`src/rtl/crack_sched_pkg.sv`:
```
// Shared types and constants for the password-crack scheduler and its BCD incrementer.
package crack_sched_pkg;

  typedef enum logic [1:0] {
    StIdle,
    StDispatch,
    StDrain,
    StDone
  } sched_state_e;

  localparam int unsigned BcdW     = 4;
  localparam int unsigned PwDigits = 8;
  localparam logic [31:0] BcdMax   = 32'h9999_9999;

endpackage

```
`src/rtl/crack_scheduler_bcd_inc.sv`:
```
// Combinational 8-digit BCD incrementer: adds one unit at digit `pos`, lower digits pass through.
module bcd_inc
  import crack_sched_pkg::*;
(
  input  logic [31:0] value,
  input  logic [2:0]  pos,
  output logic [31:0] result,
  output logic        carry
);

  logic c;

  always_comb begin
    result = value;
    c      = 1'b1;
    for (int d = 0; d < int'(PwDigits); d++) begin
      if (d >= int'(pos) && c) begin
        if (value[d*BcdW +: BcdW] >= 4'd9) begin
          result[d*BcdW +: BcdW] = '0;
        end else begin
          result[d*BcdW +: BcdW] = value[d*BcdW +: BcdW] + 4'd1;
          c = 1'b0;
        end
      end
    end
    // Carry out of the top digit means the value wrapped past all nines.
    carry = c;
  end

endmodule

```
`src/rtl/crack_scheduler.sv`:
```
// Dispatches ascending BCD chunks to a bank of crack engines and stops all of them on first match.
// Define CRACK_SCHED_BCD_TIME_EN to make `cycles` count in 8-digit BCD instead of binary.
module crack_scheduler
  import crack_sched_pkg::*;
#(
  parameter int unsigned NUM_ENG      = 4,
  parameter int unsigned CHUNK_DIGITS = 4
) (
  input  logic                    clk,
  input  logic                    reset,
  input  logic                    start,
  output logic                    busy,
  output logic                    done,
  output logic                    found,
  output logic [31:0]             answer,
  output logic [31:0]             cycles,
  output logic [NUM_ENG-1:0]      eng_start,
  output logic [31:0]             eng_base,
  output logic                    eng_abort,
  input  logic [NUM_ENG-1:0]      eng_busy,
  input  logic [NUM_ENG-1:0]      eng_found,
  input  logic [32*NUM_ENG-1:0]   eng_answer
);

  localparam logic [2:0] ChunkPos = 3'(CHUNK_DIGITS);

  sched_state_e       state_q, state_d;
  logic [31:0]        next_base_q, next_base_d, base_inc;
  logic               base_carry;
  logic [NUM_ENG-1:0] pending_q, pending_d, free, pick;
  logic               exhausted_q, exhausted_d;
  logic [31:0]        cycles_q, cycles_d, cycles_inc;
  logic               done_q, done_d, found_q, found_d;
  logic               busy_q, busy_d, abort_q, abort_d;
  logic [31:0]        answer_q, answer_d, eng_base_q, eng_base_d, match_answer;
  logic [NUM_ENG-1:0] eng_start_q, eng_start_d;

  bcd_inc u_base_inc (
    .value  (next_base_q),
    .pos    (ChunkPos),
    .result (base_inc),
    .carry  (base_carry)
  );

`ifdef CRACK_SCHED_BCD_TIME_EN
  logic [31:0] cyc_bcd;
  logic        cyc_carry;

  bcd_inc u_cyc_inc (
    .value  (cycles_q),
    .pos    (3'd0),
    .result (cyc_bcd),
    .carry  (cyc_carry)
  );

  assign cycles_inc = cyc_carry ? cycles_q : cyc_bcd;
`else
  assign cycles_inc = (cycles_q == 32'hFFFF_FFFF) ? cycles_q : cycles_q + 32'd1;
`endif

  // Lowest-index free engine and lowest-index matching answer.
  always_comb begin
    free         = ~eng_busy & ~pending_q;
    pick         = '0;
    match_answer = '0;
    for (int i = int'(NUM_ENG) - 1; i >= 0; i--) begin
      if (free[i]) begin
        pick    = '0;
        pick[i] = 1'b1;
      end
      if (eng_found[i]) match_answer = eng_answer[32*i +: 32];
    end
  end

  always_comb begin
    state_d     = state_q;
    next_base_d = next_base_q;
    pending_d   = pending_q & ~eng_busy;
    exhausted_d = exhausted_q;
    cycles_d    = cycles_q;
    done_d      = done_q;
    found_d     = found_q;
    answer_d    = answer_q;
    eng_base_d  = eng_base_q;
    eng_start_d = '0;
    abort_d     = 1'b0;

    unique case (state_q)
      StIdle, StDone: begin
        if (start) begin
          cycles_d    = '0;
          next_base_d = '0;
          pending_d   = '0;
          exhausted_d = 1'b0;
          done_d      = 1'b0;
          found_d     = 1'b0;
          answer_d    = '0;
          state_d     = StDispatch;
        end
      end
      StDispatch, StDrain: begin
        cycles_d = cycles_inc;
        if (|eng_found) begin
          // A match wins over both dispatch and exhaustion in the same cycle.
          answer_d = match_answer;
          found_d  = 1'b1;
          done_d   = 1'b1;
          abort_d  = 1'b1;
          state_d  = StDone;
        end else if (state_q == StDispatch) begin
          if (|free && !exhausted_q) begin
            eng_start_d = pick;
            eng_base_d  = next_base_q;
            pending_d   = pending_d | pick;
            next_base_d = base_inc;
            if (base_carry) begin
              exhausted_d = 1'b1;
              state_d     = StDrain;
            end
          end
        end else if (&free) begin
          done_d  = 1'b1;
          found_d = 1'b0;
          state_d = StDone;
        end
      end
      default: state_d = StIdle;
    endcase

    busy_d = (state_d == StDispatch) || (state_d == StDrain);
  end

  always_ff @(posedge clk or posedge reset) begin
    if (reset) begin
      state_q     <= StIdle;
      next_base_q <= '0;
      pending_q   <= '0;
      exhausted_q <= 1'b0;
      cycles_q    <= '0;
      done_q      <= 1'b0;
      found_q     <= 1'b0;
      busy_q      <= 1'b0;
      abort_q     <= 1'b0;
      answer_q    <= '0;
      eng_base_q  <= '0;
      eng_start_q <= '0;
    end else begin
      state_q     <= state_d;
      next_base_q <= next_base_d;
      pending_q   <= pending_d;
      exhausted_q <= exhausted_d;
      cycles_q    <= cycles_d;
      done_q      <= done_d;
      found_q     <= found_d;
      busy_q      <= busy_d;
      abort_q     <= abort_d;
      answer_q    <= answer_d;
      eng_base_q  <= eng_base_d;
      eng_start_q <= eng_start_d;
    end
  end

  assign busy      = busy_q;
  assign done      = done_q;
  assign found     = found_q;
  assign answer    = answer_q;
  assign cycles    = cycles_q;
  assign eng_start = eng_start_q;
  assign eng_base  = eng_base_q;
  assign eng_abort = abort_q;

endmodule
```
`config.mk`:
```
export PLATFORM = sky130hd
export DESIGN_NAME = crack_scheduler
export DESIGN_NICKNAME = d
export VERILOG_FILES = /design/src/rtl/crack_sched_pkg.sv /design/src/rtl/crack_scheduler_bcd_inc.sv /design/src/rtl/crack_scheduler.sv
export SDC_FILE = /design/constraint.sdc
export NUM_CORES = 1
export LEC_CHECK = 0
export BUFFER_PORTS_ARGS = -buffer_cell sky130_fd_sc_hd__buf_2
export CAP_MARGIN = 25
export CORE_ASPECT_RATIO = 0.6
export CORE_MARGIN = 8
export CORE_UTILIZATION = 47
export DETAILED_ROUTE_END_ITERATION = 8
export MAX_ROUTING_LAYER = met4
export PLACE_DENSITY = 0.87
export SLEW_MARGIN = 0
export SYNTH_ARGS = -nofsm -noshare
export SYNTH_HDL_FRONTEND = slang
export SYNTH_SLANG_ARGS = --single-unit
```
`constraint.sdc`:
```
create_clock -name clk -period 9.85 [get_ports clk]
set_clock_uncertainty 0.15 [all_clocks]
set_input_delay 1.97 -clock clk [delete_from_list [all_inputs] [get_ports clk]]
set_output_delay 1.97 -clock clk [all_outputs]
set_load 0.01 [all_outputs]
```
-- Word-level counts from Yosys, hierarchy flattened
Cells that the tools add are included.
- $add $sub $neg: 5
- $lt $le $gt $ge: 4
- eq/ne operators: 18
- muxes and demuxes: 63
- bitwise gates (word level): 7
- reductions and logical operators: 19
- operators by type and width (operator ; count):
    $mux W32 ; 10
    $pmux W32 S2 ; 3
    $mux W4 ; 19
    $add A32 B1 Y32 const B ; 1
    $eq A32 B32 Y1 const B ; 1
    $mux W1 ; 20
    $reduce_and A5 Y1 ; 4
    $add A4 B1 Y4 const B ; 4
    $ge A4 B4 Y1 const B ; 4
    $ne A2 B2 Y1 const B ; 7
    $mux W2 ; 6
    $reduce_and A4 Y1 ; 3
    $and A4 B4 Y4 ; 2
    $not A4 Y4 ; 2
    $pmux W4 S2 ; 1
    $reduce_or A4 Y1 ; 2
    $eq A2 B2 Y1 const B ; 3
    $ne A2 B1 Y1 const B ; 3
    $ne A3 B3 Y1 const B ; 2
    $pmux W1 S2 ; 3
    $reduce_and A2 Y1 ; 3
    $eq A2 B1 Y1 const B ; 2
    $or A4 B4 Y4 ; 1
    $pmux W2 S2 ; 1
    7 further kinds ; 9
- bits in registers: 143
- output and inout bits: 104

-- Depth between registers and ports, before layout
- word-level depth: 12
- gate-level depth with buffers: 10

-- Hierarchy
A second synthesis with hierarchy kept.
- cell total of the unflattened synthesis: 860
- area, all modules: 8267.9 um^2
- by module, submodules not included (module ; instances ; cells an instance ; area each (um^2) ; sequential area each (um^2)):
    crack_scheduler ; 1 ; 678 ; 6942.9 ; 3578.4
    bcd_inc ; 1 ; 182 ; 1325.0 ; 0.0

-- Least setup slack after synthesis
No wires, ideal clock.
- path type: in2reg
- from: input port eng_found[2]
- to: register next_base_q[31]
- data arrival time: 3784 ps
- required time: 9622 ps
- slack: 5838 ps
- stages: 7
- path buffers: 2
- cells stage by stage: clkbuf_1 nor4_1 nand2_1 a221oi_1 clkbuf_1 a31oi_1 a21oi_1
- longest elaborated chain between the ends: 3
- ends and longest elaborated chain (element ; line ; RTL):
    start, declared ; crack_scheduler.sv:21 ; input logic [NUM_ENG-1:0] eng_found,
    $reduce_or A4 Y1 ; crack_scheduler.sv:103 ; if (|eng_found) begin
    $ne A2 B2 Y1 (no line) ; n/a ;
    $reduce_and A5 Y1 (no line) ; n/a ;
    end signal, assigned ; crack_scheduler.sv:149 ; next_base_q <= next_base_d;
    end, declared ; crack_scheduler.sv:28 ; logic [31:0] next_base_q, next_base_d, base_inc;
Every way passes these cells.
A chain may end at the register's enable or synchronous reset.

-- Worst setup path in the final report
- from: input port eng_found[1]
- to: register next_base_q[18]
- longest elaborated chain between the ends: 3
- ends and longest elaborated chain (element ; line):
    $reduce_or A4 Y1 ; crack_scheduler.sv:103
    $ne A2 B2 Y1 (no line) ; n/a
    $reduce_and A4 Y1 (no line) ; n/a
Every way passes these cells.

==> out/results.tsv <==
metric	value	unit
Critical Path End Type	flop	
final period utilization	46.8	%
layout cell share with drive strength beyond 1	30.6	%
drt drc	0	
I/O pins	243	
final RePlAce weighted congestion	0.949	
reg2reg start	state_q[0]	
largest net degree at the start of global routing	74	
Overall Global Routing Usage	23.5	%
Die H	105	µm
starting density of the core	48.2	%
Syn Area/Cell	8.92	µm²
I/O Buffers	226	
Final TNS setup	0	ns
drt pass-1 iters	5	
design area	7730	µm²
min-delay worst type	reg2reg	
buffer count from post-CTS setup fixing	0	
filler cell count	1151	
Cell Area, Synth	6200	µm²
via count	6130	
predominant post-synthesis flop cell	dfrtp_1	
CP endpoint	next_base_q[18]	
Worst slew margin	37.1	%
startpoint types	input pin	
Pins Over Slew Limit	0	
CTS max path bufs	2	
antenna violations before repair	1	
Synth area leaders	dfrtp_1 (45%), o21ai_0 (5.6%), a21oi_1 (4.7%)	
average wire per standard cell	18.3	µm
Leakage	3.74	nW
placed cell area	7390	µm²
synthesis-stage register bit count	111	
Post-Route WL	19600	µm
die area	17200	µm²
hold_ws	0.327	ns
unrepaired setup endpoints after global routing	false	
Worst Setup SP	eng_found[1]	
largest fanout on the critical path	65	
Synth async-reset ratio	100	%
most common cell in the netlist	dfrtp_1	
hold buffers post-CTS	0	
first-pass GRT wire length	31900	µm
sequential share of the synthesized area	44.8	%
synth warn	0	
post-CTS sizing	0	
max-cap violation count	0	
vias in the first global route	6079	
area delta synth->final	24.7	%
top cell types by occurrence after synthesis	dfrtp_1 (111), nand2_1 (70), o21ai_0 (70)	
Cells after Synth	695	
R2R cell count	7	
Post-synth EDFFs	0	
post-layout min period	4.61	ns
Inserted Clock Buffers	9	
Post-Layout Cell Count	1071	
reg2reg end	next_base_q[22]	
worst hold stages	2	
Power Total	0.00154	W
top cell type's share of synthesized area	44.8	%
root buffer cell	clkbuf_16	
PD cells	200	nW/µm²
synth unique cells	55	
fin nets	1048	
Setup-failing EPs final	0	
detailed-placement wirelength estimate	14900	µm
worst reg2reg setup slack	6.56	ns
grt ovf	0	
Inst Count DP	1053	
remaining antenna violation count	0	
Worst-path clk slew	0.07	ns
Synth area leader	dfrtp_1	
CTS tree	done	
CP Data Required Time	9.94	ns
Max Freq	0.217	GHz
Std-Cell Core Area	12900	µm²
Initial DRC Count	590	
crit path kind	in2reg	
Worst Tran Pin Value	0.944	ns
Die W	164	µm
Peak VDD IR	0.000118	V
final-report hold violation count	0	
# rows	32	
status	finished clean	
H-Tree Depth	3	
Worst Path Arrival	4.70	ns
vias per cell	5.72	
Worst-Skew Late Latency	0.36	ns
Clock Sinks	111	
[layout by cell type (no fill, tap or decap), types with 4 or more instances in the layout]
| master | Yosys | routed |
|---|---|---|
| nand2_1 | 70 | 70 |
| nor3_1 | 42 | 42 |
| nand3_1 | 16 | 16 |
| nor3b_1 | 4 | 4 |
| buf_2 | 1 | 226 |
| conb_1 | 1 | 16 |
| nor4_1 | 6 | 6 |
| nand2b_1 | 5 | 5 |
| or4_1 | 8 | 8 |
| and3_1 | 8 | 8 |
| buf_4 | 17 | 7 |
| nor2b_1 | 37 | 36 |
| o31ai_1 | 8 | 8 |
| nor2_1 | 27 | 27 |
| o21ai_0 | 70 | 69 |
| and4_1 | 5 | 5 |
| or3_1 | 7 | 7 |
| or2_2 | 4 | 4 |
| inv_1 | 19 | 18 |
| mux2i_1 | 5 | 5 |
| or3b_2 | 4 | 4 |
| dfrtp_1 | 111 | 111 |
| ha_1 | 15 | 15 |
| a41oi_1 | 6 | 6 |
| nand4_1 | 15 | 15 |
| clkbuf_16 | 0 | 9 |
| mux2_2 | 8 | 8 |
| and2_1 | 4 | 4 |
| a31oi_1 | 5 | 5 |
| a21oi_1 | 58 | 58 |
| a221oi_1 | 33 | 33 |
[critical path, stage by stage]
cell and delay, ns:
buf_2 0.39, nor4_1 0.70, or2_2 0.62, inv_1 0.14, a211oi_2 0.47, o21ai_0 0.17, a32o_1 0.22
[how the worst min path moves through the flow]
stage / from / end / slack (ns)
floorplan: pending_q[2] / eng_start[2] / 0.30
detailed placement: answer[21] / answer[21] / 0.32
CTS: answer[18] / answer[18] / 0.33
global placement: eng_base[28] / eng_base[28] / 0.31
global route: answer[19] / answer[19] / 0.36
finish: answer[3] / answer[3] / 0.33
[through the flow]
step | setup WS [ns] | util [%]
global placement | 5.07 | 57.4
CTS | 5.25 | 60.1
floorplan | 4.80 | -
detailed placement | 4.87 | 57.5
global route | 4.87 | 60.1
finish | 5.24 | 60.2
[cells by family (layout without fill, tap and decap cells)]
group	after synthesis	in the layout	share of synthesized area [%]
AND/OR/NAND/NOR	270	270	23.2
adder cells (fa/ha/maj)	15	15	3.03
XOR/XNOR	2	2	0.283
other	1	18	0.0605
buffers and inverters	80	269	5.89
flip-flops	111	111	44.8
AO/OA/AOI/OAI	203	203	20.5
multiplexers	13	13	2.26
[final cells by class]
| class | instances | area (µm²) | share of cell area (%) |
|---|---|---|---|
| antenna | 2 | 5.00 | 0.0647 |
| timing repair buffer | 234 | 1200 | 15.5 |
| tap | 170 | 213 | 2.75 |
| sequential | 111 | 2780 | 35.9 |
| clock buffer | 11 | 253 | 3.27 |
| inverter | 19 | 73.8 | 0.955 |
| clock inverter | 5 | 87.6 | 1.13 |
| multi-input combinational | 519 | 3120 | 40.4 |
[metal layers]
metal / vias up / wire (µm) / global-route usage [%]
met5: - / 0 / -
met4: 0 / 157 / 4.39
met3: 15 / 1510 / 5.29
met2: 274 / 9180 / 36.4
met1: 2906 / 8730 / 31.4
li1: 2935 / - / -
[flip-flops by register name (all words and copies together), names as in the netlist, 2 cells and up]
register     count
eng_base        16
next_base_q     16
eng_start        4
state_q          2
cycles          32
pending_q        4
answer          32
[where the power goes]
part           leakage [nW]  switching [W]  internal, W
combinational          2.08       0.000327     0.000187
clock                 0.164       0.000173     0.000240
sequential             1.49      0.0000644     0.000552
(Power assumes the default switching activity.)
